File: config.mk
export PLATFORM = sky130hd
export DESIGN_NAME = mac_psum_acc
export DESIGN_NICKNAME = d
export VERILOG_FILES = /design/src/rtl/mac_psum_acc.sv
export SDC_FILE = /design/constraint.sdc
export NUM_CORES = 1
export LEC_CHECK = 0
export CAP_MARGIN = 25
export CORE_MARGIN = 1
export CORE_UTILIZATION = 45
export CTS_BUF_LIST = sky130_fd_sc_hd__clkbuf_8
export DETAILED_ROUTE_END_ITERATION = 10
export HOLD_SLACK_MARGIN = 0.12
export PLACE_DENSITY = 0.71
export SLEW_MARGIN = 15
export SYNTH_ARGS = -nofsm -noshare
export SYNTH_HDL_FRONTEND = slang
export SYNTH_SLANG_ARGS = --single-unit
File: constraint.sdc
create_clock -name clk -period 8.3 [get_ports clk]
set_input_delay 0.83 -clock clk [delete_from_list [all_inputs] [get_ports clk]]
set_output_delay 0.83 -clock clk [all_outputs]
set_load 0.005 [all_outputs]
File: src/rtl/mac_psum_acc.sv
// ---------------------------------------------------------------------------
// mac_psum_acc
//
// Partial-sum accumulator and requantizer on the output side of the per-lane
// MAC array. Sums one signed dot product per beat over a configured number of
// input-channel groups, adds a bias, then round-shifts and saturates the sum
// into an activation word. The result is handed over a valid/ready port.
//
// Build option:
//   MAC_PSUM_RELU_EN  when defined, negative results are clamped to 0 (ReLU).
//                     Latency and handshakes are identical in both builds.
//
// Ports:
//   clk         clock, all logic on the rising edge
//   rst         synchronous active-high reset, aborts any run
//   start       one-cycle pulse, latches cfg_* (accepted only when idle)
//   cfg_groups  dot products per output (0 treated as 1)
//   cfg_pixels  outputs per run (0 treated as 1)
//   cfg_shift   rounding right-shift amount, 0..31
//   cfg_bias    signed bias added once per output
//   i_vld       dot product valid
//   i_rdy       block accepts a dot product (accumulating)
//   i_dat       signed dot product
//   o_vld       activation valid
//   o_rdy       downstream accepts the activation
//   o_dat       signed activation
//   busy        high whenever a run is in progress
//   done        one-cycle pulse after the last activation is accepted
// ---------------------------------------------------------------------------

`ifndef MAX_DW
`define MAX_DW 8
`endif
`ifndef MAX_DW2
`define MAX_DW2 16
`endif
`ifndef log2_Tin
`define log2_Tin 4
`endif

module mac_psum_acc #(
    parameter int unsigned IN_W  = `MAX_DW2 + `log2_Tin,
    parameter int unsigned ACC_W = 32,
    parameter int unsigned OUT_W = `MAX_DW,
    parameter int unsigned CNT_W = 16
) (
    input  logic                    clk,
    input  logic                    rst,
    input  logic                    start,
    input  logic [CNT_W-1:0]        cfg_groups,
    input  logic [CNT_W-1:0]        cfg_pixels,
    input  logic [4:0]              cfg_shift,
    input  logic [ACC_W-1:0]        cfg_bias,
    input  logic                    i_vld,
    output logic                    i_rdy,
    input  logic [IN_W-1:0]         i_dat,
    output logic                    o_vld,
    input  logic                    o_rdy,
    output logic signed [OUT_W-1:0] o_dat,
    output logic                    busy,
    output logic                    done
);

    typedef enum logic [1:0] {
        S_IDLE,
        S_ACC,
        S_QUANT,
        S_OUT
    } state_t;

    state_t state;
    state_t state_nxt;

    // Latched configuration
    logic [CNT_W-1:0]        groups_q;
    logic [CNT_W-1:0]        pixels_q;
    logic [4:0]              shift_q;
    logic signed [ACC_W-1:0] bias_q;

    // Run state
    logic signed [ACC_W-1:0] acc;
    logic [CNT_W-1:0]        grp_cnt;
    logic [CNT_W-1:0]        pix_cnt;

    // Handshake qualifiers
    logic beat;
    logic last_beat;
    logic out_hs;
    logic last_pix;

    // Requantizer
    logic signed [ACC_W-1:0] dat_ext;
    logic signed [ACC_W:0]   acc_ext;
    logic signed [ACC_W:0]   rnd_inc;
    logic signed [ACC_W:0]   rnd_sum;
    logic signed [ACC_W:0]   shifted;
    logic signed [OUT_W-1:0] sat_res;
    logic signed [OUT_W-1:0] quant_res;

    // Saturation bounds expressed at the widened rounding width
    localparam logic signed [ACC_W:0] SAT_MAX =
        {{(ACC_W-OUT_W+2){1'b0}}, {(OUT_W-1){1'b1}}};
    localparam logic signed [ACC_W:0] SAT_MIN =
        {{(ACC_W-OUT_W+2){1'b1}}, {(OUT_W-1){1'b0}}};

    // Zero in either count field means "one"
    logic [CNT_W-1:0] groups_eff;
    logic [CNT_W-1:0] pixels_eff;

    assign groups_eff = (cfg_groups == '0) ? CNT_W'(1) : cfg_groups;
    assign pixels_eff = (cfg_pixels == '0) ? CNT_W'(1) : cfg_pixels;

    assign dat_ext   = ACC_W'($signed(i_dat));
    assign beat      = (state == S_ACC) && i_vld;
    assign last_beat = beat && (grp_cnt == groups_q - CNT_W'(1));
    assign out_hs    = (state == S_OUT) && o_rdy;
    assign last_pix  = (pix_cnt == pixels_q - CNT_W'(1));

    // -----------------------------------------------------------------------
    // FSM: state register
    // -----------------------------------------------------------------------
    always_ff @(posedge clk) begin
        if (rst) begin
            state <= S_IDLE;
        end else begin
            state <= state_nxt;
        end
    end

    // -----------------------------------------------------------------------
    // FSM: next-state logic
    // -----------------------------------------------------------------------
    always_comb begin
        state_nxt = state;
        case (state)
            S_IDLE:  if (start) state_nxt = S_ACC;
            S_ACC:   if (last_beat) state_nxt = S_QUANT;
            S_QUANT: state_nxt = S_OUT;
            S_OUT:   if (o_rdy) state_nxt = last_pix ? S_IDLE : S_ACC;
            default: state_nxt = S_IDLE;
        endcase
    end

    // -----------------------------------------------------------------------
    // FSM: state-decoded outputs
    // -----------------------------------------------------------------------
    always_comb begin
        i_rdy = 1'b0;
        o_vld = 1'b0;
        busy  = 1'b1;
        case (state)
            S_IDLE:  busy  = 1'b0;
            S_ACC:   i_rdy = 1'b1;
            S_QUANT: ;
            S_OUT:   o_vld = 1'b1;
            default: busy  = 1'b0;
        endcase
    end

    // -----------------------------------------------------------------------
    // Requantizer: round-half-up arithmetic shift, saturate, optional ReLU.
    // The rounding add runs one bit wider than the accumulator so that adding
    // 2^(s-1) to a near-maximum sum cannot wrap.
    // -----------------------------------------------------------------------
    always_comb begin
        acc_ext = {acc[ACC_W-1], acc};
        rnd_inc = '0;
        if (shift_q != 5'd0) begin
            rnd_inc = (ACC_W+1)'(1) << (shift_q - 5'd1);
        end
        rnd_sum = acc_ext + rnd_inc;
        shifted = rnd_sum >>> shift_q;

        if (shifted > SAT_MAX) begin
            sat_res = SAT_MAX[OUT_W-1:0];
        end else if (shifted < SAT_MIN) begin
            sat_res = SAT_MIN[OUT_W-1:0];
        end else begin
            sat_res = shifted[OUT_W-1:0];
        end

`ifdef MAC_PSUM_RELU_EN
        quant_res = sat_res[OUT_W-1] ? '0 : sat_res;
`else
        quant_res = sat_res;
`endif
    end

    // -----------------------------------------------------------------------
    // Datapath: config latch, accumulator, counters, output registers
    // -----------------------------------------------------------------------
    always_ff @(posedge clk) begin
        if (rst) begin
            groups_q <= '0;
            pixels_q <= '0;
            shift_q  <= '0;
            bias_q   <= '0;
            acc      <= '0;
            grp_cnt  <= '0;
            pix_cnt  <= '0;
            o_dat    <= '0;
            done     <= 1'b0;
        end else begin
            done <= 1'b0;
            case (state)
                S_IDLE: begin
                    if (start) begin
                        groups_q <= groups_eff;
                        pixels_q <= pixels_eff;
                        shift_q  <= cfg_shift;
                        bias_q   <= cfg_bias;
                        acc      <= cfg_bias;
                        grp_cnt  <= '0;
                        pix_cnt  <= '0;
                    end
                end
                S_ACC: begin
                    if (beat) begin
                        acc     <= acc + dat_ext;
                        grp_cnt <= grp_cnt + CNT_W'(1);
                    end
                end
                S_QUANT: begin
                    o_dat <= quant_res;
                end
                S_OUT: begin
                    if (out_hs) begin
                        pix_cnt <= pix_cnt + CNT_W'(1);
                        if (last_pix) begin
                            done <= 1'b1;
                        end else begin
                            acc     <= bias_q;
                            grp_cnt <= '0;
                        end
                    end
                end
                default: ;
            endcase
        end
    end

endmodule

==> flow_summary.toml <==
[run_status]
outcome = "complete, no violations"

[yosys]
ys_seq_elements = 144
ys.warnings.count = 0
synth_cell_type_count = 93
synth_area_per_cell_sq_um = 7.21
synth_cells = 1880
synth_adder_area_share = 0.0703
synth_fp_nets = 2049
synth-edff-count = 0
ys_seq_area_frac = 0.213
async_reset_ff_frac = 0
synth_area_sq_um = 13600
synth_xor_area_frac = 0.0678
synthMuxAreaShare = 0.0478
synth-simple-area-share = 0.260
synth_compound_area_frac = 0.292
ys.flop_type = "dfxtp_1"
synth_top_family_by_area = "compound AO/OA/AOI/OAI gates"

[power_and_ir_drop]
p_leak_nw = 5.89
ir_drop_v = 0.000226
p_total_mw = 5.01
powerDensity_nw_per_um2 = 329

[final_layout]
drive_gt1_frac = 0.0645
syn2layout_area_growth_pct = 12.3
fill_cells = 3030
multiInputGateArea_sq_um = 10000
seqCellArea_sq_um = 2880
antennaDiodeCount = 0
nNetsFinal = 2078
finalNonFillerCells = 2312

[die]
io_pins = 106
die_w_microns = 176
initial_core_util = 0.457
rows = 63
dieArea_sq_um = 30800
dieHeight_microns = 176
core_sq_um = 29600

[critical_path]
reg2reg_from = "shift_q[4]$_SDFFE_PP0P_"
arrival_ps = 7610
r2r_end = "o_dat[3]$_SDFFE_PP0N_"
r2r_setup_slack_ps = 1080
critPathLaunch = "shift_q[4]$_SDFFE_PP0P_"
reg2reg_depth = 19
cp_max_fo = 16
required_ps = 8680
cp-start-kind = "flop"
cp-end-kind = "flop"
crit_type = "reg -> reg"

[global_route]
grt_pass1_vias = 13700
grt_overflow = 0
grt_use_met2 = 0.492
use_met1 = 0.424
grt_use_total = 0.311
use_met3 = 0.0387
busiest_layer = "met2"
grt_pass1_wl_mm = 75.6
grt_max_degree = 70
antenna_found_initial = 0

[drt]
vias_per_cell = 6.41
drt_iter0_drc = 1773
avgRoutedWirePerCell_microns = 20.7
vias = 14800
drc = 0
wirelength_mm = 47.8
first_pass_iters = 6
drtAntennaViolNets = 0

[timing]
skew_ps = 23.3
timing.final.max_slew_violations = 0
setup_viol = 0
finalHoldViolations = 0
final.setup.worst_slack_ps = 1080
fin_tns_setup_ps = 0
worst_slew_pin_slew_ps = 1020
relSlewSlack = 0.321
fmax_ghz = 0.138
layout_min_cycle_time_ps = 7220
timing.final.crit_share = 0.870
rsz0062_at_grt = "false"
whs_ps = 458

[placed_design]
dp.cells = 2280
dp_slack_ps = 1410
place.gp.congestion = 0.996
port_buffers = 105
hpwlAfterDp_mm = 36.4

[flow_run]
maxCapViolCount = 0

[min_path]
min_to = "bias_q[24]$_SDFFE_PP0P_"
hold_start = "bias_q[24]$_SDFFE_PP0P_"
hold_path_depth = 2
hold_class = "reg -> reg"

[clocking]
worstSkewPairLatency_ps = 480
clkSinkCount = 144
cts_buffers = 17
clk_pin_slew_ps = 90
cts_tree = "done"
clockRootBuffer = "clkbuf_8"
hold_buffers = 0
htreeDepth = 4
post-cts-setup-buffers = 0
ctsResizeCount = 0
clock_tree.buffer_depth = 2
## layer usage
layer,part of all wire,up-vias
li1,-,7007
met1,0.44,6936
met2,0.45,769
met3,0.077,109
met4,0.037,0
met5,0,-
## flip-flops by register name, indices dropped and copies added, names as in the netlist
| register | cells |
|---|---|
| grp_cnt | 16 |
| pixels_q | 16 |
| o_dat | 8 |
| state | 2 |
| shift_q | 5 |
| bias_q | 32 |
| done | 1 |
| acc | 32 |
| pix_cnt | 16 |
| groups_q | 16 |
## per-stage QoR
step,utilization,instance area (sq um)
finish,0.514,15200
global route,0.514,15200
CTS,0.514,15200
detailed placement,0.500,14800
global placement,0.500,14800
floorplan,-,13600
## cell type report
type,count,area share
inverters,51,0.0126
multi-input cells,1566,0.658
repair buffers,129,0.0807
well taps,390,0.0321
flip-flops and latches,144,0.189
clock buffers,19,0.0172
clock inverters,13,0.00995
## Yosys cell counts, types with 26 or more instances
cell type  number  area, sq um
a211oi_1       32          240
a21o_1         42          315
a21oi_1       173          866
a22oi_1        32          240
a311oi_1       34          298
and3_1         28          175
clkbuf_1       91          342
dfxtp_1       144         2880
ha_1           73          913
inv_1          48          180
nand2_1       281         1050
nand3_1        58          290
nand4_1        26          163
nor2_1        192          721
nor3_1         49          245
nor4_1         35          219
o21ai_0        59          295
xnor2_1        66          578
xor2_1         39          342
## cell families (layout without fill, tap and decap cells)
family / count (synthesis) / in the layout
buf+inv: 170 / 212
other cells: 1 / 1
simple gates: 761 / 761
fa+ha+maj: 75 / 75
xor+xnor: 105 / 105
flops: 144 / 144
compound gates: 577 / 577
mux: 47 / 47
## report_power, final
group / internal, mW / switching [mW]
clock: 0.288 / 0.300
combinational: 1.27 / 2.09
sequential: 0.860 / 0.202
total: 2.42 / 2.59
## worst max-delay path: stages (launching register included)
cell	delay, ps
dfxtp_1	700
inv_1	330
buf_4	290
nand2_1	540
nor2_1	120
ha_1	480
o21ai_1	140
a21oi_1	610
nand3_1	250
a21oi_2	370
o21ai_0	280
a211o_1	390
a31oi_1	180
o311ai_0	250
a32oi_1	580
o21ai_1	180
o41ai_1	510
a41oi_2	280
or4_1	550
o31ai_1	80
## layout by cell type, fill, tap and decap left out, types with 16 or more instances in the layout
| cell | Yosys | layout |
|---|---|---|
| a211oi_1 | 32 | 32 |
| a21o_1 | 42 | 42 |
| a21oi_1 | 173 | 173 |
| a22oi_1 | 32 | 32 |
| a311oi_1 | 34 | 34 |
| a31oi_1 | 23 | 23 |
| and2_1 | 17 | 16 |
| and3_1 | 28 | 27 |
| buf_4 | 2 | 25 |
| clkbuf_8 | 0 | 19 |
| clkdlybuf4s50_1 | 0 | 104 |
| dfxtp_1 | 144 | 144 |
| ha_1 | 73 | 73 |
| inv_1 | 48 | 48 |
| mux2i_1 | 22 | 22 |
| nand2_1 | 281 | 280 |
| nand3_1 | 58 | 58 |
| nand4_1 | 26 | 26 |
| nor2_1 | 192 | 191 |
| nor3_1 | 49 | 49 |
| nor4_1 | 35 | 35 |
| o211ai_1 | 20 | 20 |
| o21ai_0 | 59 | 59 |
| o21bai_1 | 16 | 16 |
| xnor2_1 | 66 | 66 |
| xor2_1 | 39 | 39 |
## worst max path at each step
stage,end
2_1_floorplan,o_dat[3]$_SDFFE_PP0N_
3_3_place_gp,o_dat[3]$_SDFFE_PP0N_
3_5_place_dp,o_dat[3]$_SDFFE_PP0N_
4_1_cts,o_dat[3]$_SDFFE_PP0N_
5_1_grt,o_dat[3]$_SDFFE_PP0N_
6_report,o_dat[3]$_SDFFE_PP0N_
Power figures use the tool's default switching activity.
